## config.mk

```make
export PLATFORM = sky130hd
export DESIGN_NAME = vga_timing_gen
export DESIGN_NICKNAME = d
export VERILOG_FILES = /design/src/rtl/vga_timing_pkg.sv /design/src/rtl/sync_delay_line.sv /design/src/rtl/vga_timing_gen.sv
export SDC_FILE = /design/constraint.sdc
export NUM_CORES = 1
export LEC_CHECK = 0
export BUFFER_PORTS_ARGS = -buffer_cell sky130_fd_sc_hd__buf_4
export CAP_MARGIN = 20
export CELL_PAD_IN_SITES_DETAIL_PLACEMENT = 1
export CELL_PAD_IN_SITES_GLOBAL_PLACEMENT = 2
export CORE_UTILIZATION = 23
export CTS_BUF_LIST = sky130_fd_sc_hd__clkbuf_4 sky130_fd_sc_hd__clkbuf_8 sky130_fd_sc_hd__clkbuf_16
export DETAILED_ROUTE_END_ITERATION = 7
export PLACE_DENSITY = 0.58
export REMOVE_ABC_BUFFERS = 1
export SLEW_MARGIN = 0
export SYNTH_ARGS = -nofsm -noshare
export SYNTH_HDL_FRONTEND = slang
export SYNTH_SLANG_ARGS = --single-unit
```

## constraint.sdc

```tcl
create_clock -name vga_clk -period 4.5 [get_ports vga_clk]
set_clock_uncertainty 0.05 [all_clocks]
set_input_delay 0.225 -clock vga_clk [delete_from_list [all_inputs] [get_ports vga_clk]]
set_output_delay 0.225 -clock vga_clk [all_outputs]
set_load 0.05 [all_outputs]
```

## src/rtl/vga_timing_pkg.sv

```systemverilog
// Shared 640x480@60 scan timing constants and coordinate type for the pixel-scan interface.
// Latency: n/a (constants only).
// Backpressure: n/a; the scan source is free-running and never stalls.
package vga_timing_pkg;

    // Default 640x480 timing, in pixel clocks (horizontal) and lines (vertical)
    localparam int H_ACTIVE = 640;
    localparam int H_FP     = 16;
    localparam int H_SYNC   = 96;
    localparam int H_BP     = 48;
    localparam int V_ACTIVE = 480;
    localparam int V_FP     = 10;
    localparam int V_SYNC   = 2;
    localparam int V_BP     = 33;

    localparam int H_TOTAL  = H_ACTIVE + H_FP + H_SYNC + H_BP;
    localparam int V_TOTAL  = V_ACTIVE + V_FP + V_SYNC + V_BP;

    // Sync windows are half-open: START <= count < END
    localparam int HS_START = H_ACTIVE + H_FP;
    localparam int HS_END   = HS_START + H_SYNC;
    localparam int VS_START = V_ACTIVE + V_FP;
    localparam int VS_END   = VS_START + V_SYNC;

    localparam bit SYNC_POL = 1'b0;
    localparam int PIPE_DLY = 1;
    localparam int FRAME_W  = 16;

    typedef logic [9:0] scan_coord_t;

    // Narrow an integer timing constant to the 10-bit scan coordinate width
    function automatic scan_coord_t to_coord(input int v);
        return scan_coord_t'(v);
    endfunction

endpackage

```

## src/rtl/sync_delay_line.sv

```systemverilog
// Shift register that delays the raw sync levels so they line up with registered RGB.
// Latency: DEPTH clocks from dat_i to dat_o (DEPTH >= 1).
// Backpressure: none; shifts every clock, reset loads every stage with INIT.
module sync_delay_line
    import vga_timing_pkg::*;
#(
    parameter int               WIDTH = 2,
    parameter int               DEPTH = 1,
    parameter logic [WIDTH-1:0] INIT  = '0
) (
    input  logic             clk_i,
    input  logic             rst_ni,
    input  logic [WIDTH-1:0] dat_i,
    output logic [WIDTH-1:0] dat_o
);

    if (DEPTH < 1) begin : g_bad_depth
        $error("sync_delay_line: DEPTH must be at least 1");
    end

    logic [DEPTH-1:0][WIDTH-1:0] stage_q;

    // Shift the sync levels one stage per clock; reset fills the line with the idle level
    always_ff @(posedge clk_i or negedge rst_ni) begin
        if (!rst_ni) begin
            stage_q <= {DEPTH{INIT}};
        end else begin
            stage_q[0] <= dat_i;
            for (int i = 1; i < DEPTH; i++) begin
                stage_q[i] <= stage_q[i-1];
            end
        end
    end

    assign dat_o = stage_q[DEPTH-1];

endmodule

```

## src/rtl/vga_timing_gen.sv

```systemverilog
// Pixel-scan source: DrawX/DrawY/blank, delayed hs/vs, line/frame pulses and a frame counter.
// Latency: DrawX/DrawY/blank/pulses zero-latency from the counters; hs/vs lag by PIPE_DLY clocks.
// Backpressure: none; free-running once the first edge after reset release sets run.
module vga_timing_gen #(
    parameter int H_ACTIVE = vga_timing_pkg::H_ACTIVE,
    parameter int H_FP     = vga_timing_pkg::H_FP,
    parameter int H_SYNC   = vga_timing_pkg::H_SYNC,
    parameter int H_BP     = vga_timing_pkg::H_BP,
    parameter int V_ACTIVE = vga_timing_pkg::V_ACTIVE,
    parameter int V_FP     = vga_timing_pkg::V_FP,
    parameter int V_SYNC   = vga_timing_pkg::V_SYNC,
    parameter int V_BP     = vga_timing_pkg::V_BP,
    parameter bit SYNC_POL = vga_timing_pkg::SYNC_POL,
    parameter int PIPE_DLY = vga_timing_pkg::PIPE_DLY,
    parameter int FRAME_W  = vga_timing_pkg::FRAME_W
) (
    input  logic               vga_clk,
    input  logic               reset_n,
    output logic [9:0]         DrawX,
    output logic [9:0]         DrawY,
    output logic               blank,
    output logic               hs,
    output logic               vs,
    output logic               line_start,
    output logic               frame_start,
    output logic [FRAME_W-1:0] frame_count
);

    import vga_timing_pkg::*;

    localparam int H_TOTAL_C = H_ACTIVE + H_FP + H_SYNC + H_BP;
    localparam int V_TOTAL_C = V_ACTIVE + V_FP + V_SYNC + V_BP;

    if (H_TOTAL_C > 1024 || V_TOTAL_C > 1024) begin : g_bad_timing
        $error("vga_timing_gen: H_TOTAL/V_TOTAL do not fit the 10-bit scan counters");
    end
    if (PIPE_DLY < 0 || PIPE_DLY > 4) begin : g_bad_pipe
        $error("vga_timing_gen: PIPE_DLY must be in 0..4");
    end

    localparam scan_coord_t H_LAST   = to_coord(H_TOTAL_C - 1);
    localparam scan_coord_t V_LAST   = to_coord(V_TOTAL_C - 1);
    localparam scan_coord_t H_ACT_C  = to_coord(H_ACTIVE);
    localparam scan_coord_t V_ACT_C  = to_coord(V_ACTIVE);
    localparam scan_coord_t HS_BEG_C = to_coord(H_ACTIVE + H_FP);
    localparam scan_coord_t HS_END_C = to_coord(H_ACTIVE + H_FP + H_SYNC);
    localparam scan_coord_t VS_BEG_C = to_coord(V_ACTIVE + V_FP);
    localparam scan_coord_t VS_END_C = to_coord(V_ACTIVE + V_FP + V_SYNC);

    localparam logic [FRAME_W-1:0] FC_ONE = {{(FRAME_W-1){1'b0}}, 1'b1};
    localparam logic               IDLE_LVL = ~SYNC_POL;

    scan_coord_t        hc_q, hc_d;
    scan_coord_t        vc_q, vc_d;
    logic               run_q;
    logic [FRAME_W-1:0] fc_q, fc_d;

    logic hs_raw;
    logic vs_raw;
    logic [1:0] sync_lvl;

    // Raster advance: step across the line, wrap into the next line, and count a
    // completed frame on the edge that returns the scan to (0,0)
    always_comb begin
        hc_d = hc_q;
        vc_d = vc_q;
        fc_d = fc_q;
        if (run_q) begin
            if (hc_q == H_LAST) begin
                hc_d = '0;
                if (vc_q == V_LAST) begin
                    vc_d = '0;
                    fc_d = fc_q + FC_ONE;
                end else begin
                    vc_d = vc_q + 10'd1;
                end
            end else begin
                hc_d = hc_q + 10'd1;
            end
        end
    end

    // Scan state; run rises on the first edge after release so frame 0 starts at (0,0)
    always_ff @(posedge vga_clk or negedge reset_n) begin
        if (!reset_n) begin
            run_q <= 1'b0;
            hc_q  <= '0;
            vc_q  <= '0;
            fc_q  <= '0;
        end else begin
            run_q <= 1'b1;
            hc_q  <= hc_d;
            vc_q  <= vc_d;
            fc_q  <= fc_d;
        end
    end

    assign DrawX       = hc_q;
    assign DrawY       = vc_q;
    assign frame_count = fc_q;
    assign blank       = run_q & (hc_q < H_ACT_C) & (vc_q < V_ACT_C);
    assign line_start  = run_q & (hc_q == '0);
    assign frame_start = line_start & (vc_q == '0);

    // vs_raw looks at the line count only, so it toggles together with the hc wrap
    assign hs_raw   = (hc_q >= HS_BEG_C) && (hc_q < HS_END_C);
    assign vs_raw   = (vc_q >= VS_BEG_C) && (vc_q < VS_END_C);
    assign sync_lvl = {hs_raw ? SYNC_POL : IDLE_LVL, vs_raw ? SYNC_POL : IDLE_LVL};

    if (PIPE_DLY == 0) begin : g_sync_direct
        assign {hs, vs} = sync_lvl;
    end else begin : g_sync_delayed
        sync_delay_line #(
            .WIDTH (2),
            .DEPTH (PIPE_DLY),
            .INIT  ({IDLE_LVL, IDLE_LVL})
        ) u_sync_dly (
            .clk_i  (vga_clk),
            .rst_ni (reset_n),
            .dat_i  (sync_lvl),
            .dat_o  ({hs, vs})
        );
    end

endmodule

```

# Yosys cells after proc, flatten, opt, wreduce, memory -nomap -nowiden
# Cells that the tools add are included.
classes:
  bitwise_logic: 4
  eq_ne: 2
  addsub: 3
  n_mul: 0
  shift: 0
  mux: 4
  magnitude_cmp: 6
  reduce_logical: 6
  div_mod_pow: 0
ops:
  columns: ["cell", "count"]
  rows:
  - ["adder 10 x 1 -> 10 bit, second input constant", 2]
  - ["== test 10 bit, second input constant", 2]
  - ["zero test 10 bit", 2]
  - ["less-than comparator 10 bit, second input constant", 2]
  - ["less-than comparator 10 x 9 -> 1 bit, second input constant", 2]
  - ["two-way mux 10 bit", 2]
  - ["adder 16 x 1 -> 16 bit, second input constant", 1]
  - [">= comparator 10 bit, second input constant", 1]
  - [">= comparator 10 x 9 -> 1 bit, second input constant", 1]
  - ["bitwise AND 1 bit", 4]
  - ["AND reduction 3 bit", 1]
  - ["logical AND 1 bit", 2]
  - ["two-way mux 1 bit", 2]
  - ["AND reduction 2 bit", 1]
totals:
  n_memories: 0
  regBits: 39
  ram_bits: 0
  mem_bits_ro: 0
  latch_bits: 0
  inputBits: 2
  word_cells: 30
  output_inout_bits: 41

# Logic depth before layout (Yosys ltp)
logic_depth:
  ltp_word: 3
  depth_mapped: 7
  mapped_depth_nobuf: 6

# Hierarchy
# A second synthesis with hierarchy kept.
hier_totals:
  cells_unflattened: 182
  area_unflattened_um2: 1940.6
modules_own_cells:
  columns: ["module", "area_each_um2", "cells_each", "n_inst", "seq_area_each_um2"]
  rows:
  - ["vga_timing_gen", 1888.1, 180, 1, 925.9]
  - ["sync_delay_line", 52.6, 2, 1, 52.6]

# Worst setup path before layout
# No wires, ideal clock.
synth_path:
  path_type: "register to output"
  start: "register hc_q[3] (netlist: DrawX[3])"
  end: "output port frame_start"
  path_buffers: 1
  required_time_ns: 4.225
  stages_incl_launch_ff: 5
  arrival_ns: 2.163
  slack_ns: 2.062
  path_cell_list: "dfrtp_1 -> buf_2 -> nor4b_1 -> and4_1 -> and4_1"
synth_between:
  elab_chain_len: 3
synth_lines:
  columns: ["element", "line", "rtl"]
  rows:
  - ["from (decl)", "vga_timing_gen.sv:53", "scan_coord_t hc_q, hc_d;"]
  - ["from (signal assigned)", "vga_timing_gen.sv:87", "hc_q <= '0;"]
  - ["from (signal assigned)", "vga_timing_gen.sv:92", "hc_q <= hc_d;"]
  - ["zero test 10 bit", "vga_timing_gen.sv:102", "assign line_start = run_q & (hc_q == '0);"]
  - ["bitwise AND 1 bit", "vga_timing_gen.sv:102", null]
  - ["named net line_start", "vga_timing_gen.sv:24", "output logic line_start,"]
  - ["bitwise AND 1 bit", "vga_timing_gen.sv:103", "assign frame_start = line_start & (vc_q == '0);"]
  - ["to (decl)", "vga_timing_gen.sv:25", "output logic frame_start,"]
# The timed path passes the listed nets, and every way through them passes these cells.

# Worst setup path after layout
layout_path:
  start: "register vc_q[0] (netlist: DrawY[0])"
  end: "register fc_q[1] (netlist: frame_count[1])"
layout_between:
  elab_chain_len: 2
layout_lines:
  columns: ["element", "line", "rtl"]
  rows:
  - ["from (decl)", "vga_timing_gen.sv:54", "scan_coord_t vc_q, vc_d;"]
  - ["from (signal assigned)", "vga_timing_gen.sv:93", "vc_q <= vc_d;"]
  - ["== test 10 bit", "vga_timing_gen.sv:71", "if (vc_q == V_LAST) begin"]
  - ["AND reduction 3 bit (no source line)", null, null]
  - ["to (signal assigned)", "vga_timing_gen.sv:89", "fc_q <= '0;"]
  - ["to (signal assigned)", "vga_timing_gen.sv:94", "fc_q <= fc_d;"]
  - ["to (decl)", "vga_timing_gen.sv:56", "logic [FRAME_W-1:0] fc_q, fc_d;"]
# Every way passes these cells.
# A chain may end at the register's enable or synchronous reset.

==> results.cfg <==
[clock_tree]
cts_buffers = 5
cts_tree = done
htreeDepth = 2
cts_setup_buffers = 0
clock_path_buffers = 2
clk_latency_ps = 300
cts_sinks = 39
clkTransAtPathRegs_ps = 90
root_buffer = clkbuf_8

[route]
dr.pass1.iters = 3
drc_errors = 0
route.antenna.remaining_nets = 0
routed_wl_mm = 5.29
routed-via-count = 1616
post_drt_wl_per_cell_um = 15.3
drt_iter0_markers = 30
viasPerCell = 4.67

[cells_and_area]
antenna_cells = 0
seqCellArea_um2 = 978
drive_gt1_share_pct = 28.6
syn2layout_area_growth_pct = 25.9
fin_nets = 244
final_common_cell = buf_4
finalInstanceArea_mm2 = 0.00258
multi_input_area_um2 = 995
fillers = 1016
final_cell_mix = buf_4, dfrtp_1, xor2_1

[floorplan]
initial_utilization_pct = 23.7
rows = 34
coreArea_mm2 = 0.00868
dieWidth_um = 96.5
die_h_um = 96.5
fp.dieArea_mm2 = 0.00931
pin_count = 43

[synthesis]
syn_area_per_cell_um2 = 10.5
synth_top_family_by_area = simple AND/OR/NAND/NOR gates
netlist_area_mm2 = 0.00205
syn-instance-count = 195
ys_seq_area_share_pct = 47.7
synth_compound_area_share_pct = 4.02
yosys_warnings = 0
ys_types = 44
synthSimpleGateAreaFrac_pct = 28.2
synth-adder-area-share_pct = 3.05
yosysTopAreaCell = dfrtp_1
synthMuxAreaShare_pct = 1.04
synth-xor-area-share_pct = 11.9
ys_seq_elements = 39
synth_area_leaders = dfrtp_1, xor2_1, xnor2_1
synth_top_area_share_pct = 45.1

[grt]
grt_max_degree = 40
grtUsageTotal_pct = 12.3
grt_pass1_wl_mm = 8.51
grt_antenna_before_repair = 0
grt_pass1_vias = 1634
gr-total-overflow = 0

[critical_path]
crit_path_start_kind = flop
arrival_ps = 2500
endpoint_kind = flop
path_cells = inv_1 -> ha_1 -> nor4b_2 -> nand3_2 -> nor2_1 -> mux2_2
r2r_cells = 6
critical-path-max-stage-delay_ps = 460
critical_path_class = flop to flop
critPathSlowestCell = dfrtp_1
cp_max_fo = 17
worstPathRequired_ps = 4640

[pwr]
p_leak_uw = 0.00122
cellPowerDensity_mw_per_mm2 = 359
irDropWorstVdd_v = 0.000230

[placed_design]
dp_hpwl_mm = 3.79
gp_congestion = 0.741
port_buffers = 42
placed_area_mm2 = 0.00246

[timing]
fmax_ghz = 0.423
rsz0062_at_grt = false
finalCritPeriodShare_pct = 52.5
slew_headroom_pct = 46.5
worstMarginPinSlew_ps = 796
finalMaxSlewViolations = 0
hold_violations = 0
period_needed_ps = 2360
fin_setup_tns_ps = 0
finalSetupViolations = 0

[job]
drv_cap = 0

[hold_path]
hold_class = input port to asynchronous set/reset pin

[outcome]
status = finished, final reports clean
[power by group]
group          switching [µW]  internal [µW]
Clock                     136            180
Sequential               45.8            371
Combinational             133           60.6
[registers in the layout, indices dropped and copies added (netlist names)]
| name | cells |
|---|---|
| run_q | 1 |
| frame_count | 16 |
| g_sync_delayed.u_sync_dly.dat_o | 2 |
| DrawX | 10 |
| DrawY | 10 |
[critical path, delay by kind of cell (launching register included)]
kind                     cells  cell delay [ps]
adder cells (fa/ha/maj)      1              130
buffers and inverters        1               90
flip-flops                   1              460
multiplexers                 1              370
AND/OR/NAND/NOR              3             1150
[final cells by class]
cell class	count	area share (%)
multi-input combinational	139	38.5
sequential	39	37.9
timing repair buffer	43	12.6
tap	108	5.23
clock buffer	6	3.19
clock inverter	2	1.36
inverter	9	1.31
[cells by family after synthesis]
kind of cell | count (synthesis)
buffers and inverters | 17
AND/OR/NAND/NOR | 89
other | 1
XOR/XNOR | 28
adder cells (fa/ha/maj) | 5
multiplexers | 2
AO/OA/AOI/OAI | 14
flip-flops | 39
[path summary, 6_finish.rpt]
check / start / to / slack [ps]
max reg2reg: DrawY[0]$_DFFE_PN0P_ / frame_count[1]$_DFFE_PN0P_ / 2140
min reg2reg: frame_count[15]$_DFFE_PN0P_ / frame_count[15]$_DFFE_PN0P_ / 430
max: DrawY[0]$_DFFE_PN0P_ / frame_count[1]$_DFFE_PN0P_ / 2140
max in group asynchronous: reset_n / g_sync_delayed.u_sync_dly.dat_o[1]$_DFF_PN1_ / 3630
min: reset_n / frame_count[14]$_DFFE_PN0P_ / 390
min in group vga_clk: frame_count[15]$_DFFE_PN0P_ / frame_count[15]$_DFFE_PN0P_ / 430
[synth_stat cells (all sizes together)]
cell / count
dfstp: 2
and2: 2
o211ai: 1
dfrtp: 37
a21oi: 1
nor3: 12
xor2: 15
o21ai: 8
nand4: 8
nor4b: 3
nand2: 13
and3: 5
clkbuf: 1
nand3: 14
or4: 2
inv: 9
buf: 7
or2: 1
o31ai: 3
a22oi: 1
and4b: 2
ha: 5
mux2i: 1
and4: 7
nor2: 12
nor4: 6
conb: 1
nand4b: 2
xnor2: 13
mux2: 1
[what timing repair did]
| item | CTS | global route |
|---|---|---|
| hold buffers | 1 | 0 |
| endpoints found under the hold margin | 37 | 0 |
| resized for setup | 0 | 0 |
[per-layer routing]
layer | vias up | global-route usage, % | wire length, µm
li1 | 780 | - | -
met4 | 0 | 3.68 | 63
met5 | - | 0 | 0
met2 | 28 | 19.9 | 2490
met3 | 6 | 2.90 | 177
met1 | 802 | 16.1 | 2570
[stage by stage]
stage,setup WS (ps),util [%],cells,total power [µW],hold WS [ps]
2_1_floorplan,2060,-,187,547,-121
3_3_place_gp,2200,28.3,337,618,199
3_5_place_dp,2120,28.3,337,620,200
4_1_cts,2100,29.8,346,945,411
5_1_grt,1950,29.8,346,970,451
6_report,2140,29.8,346,927,391
Note: power is estimated with default switching activity, not from simulation.
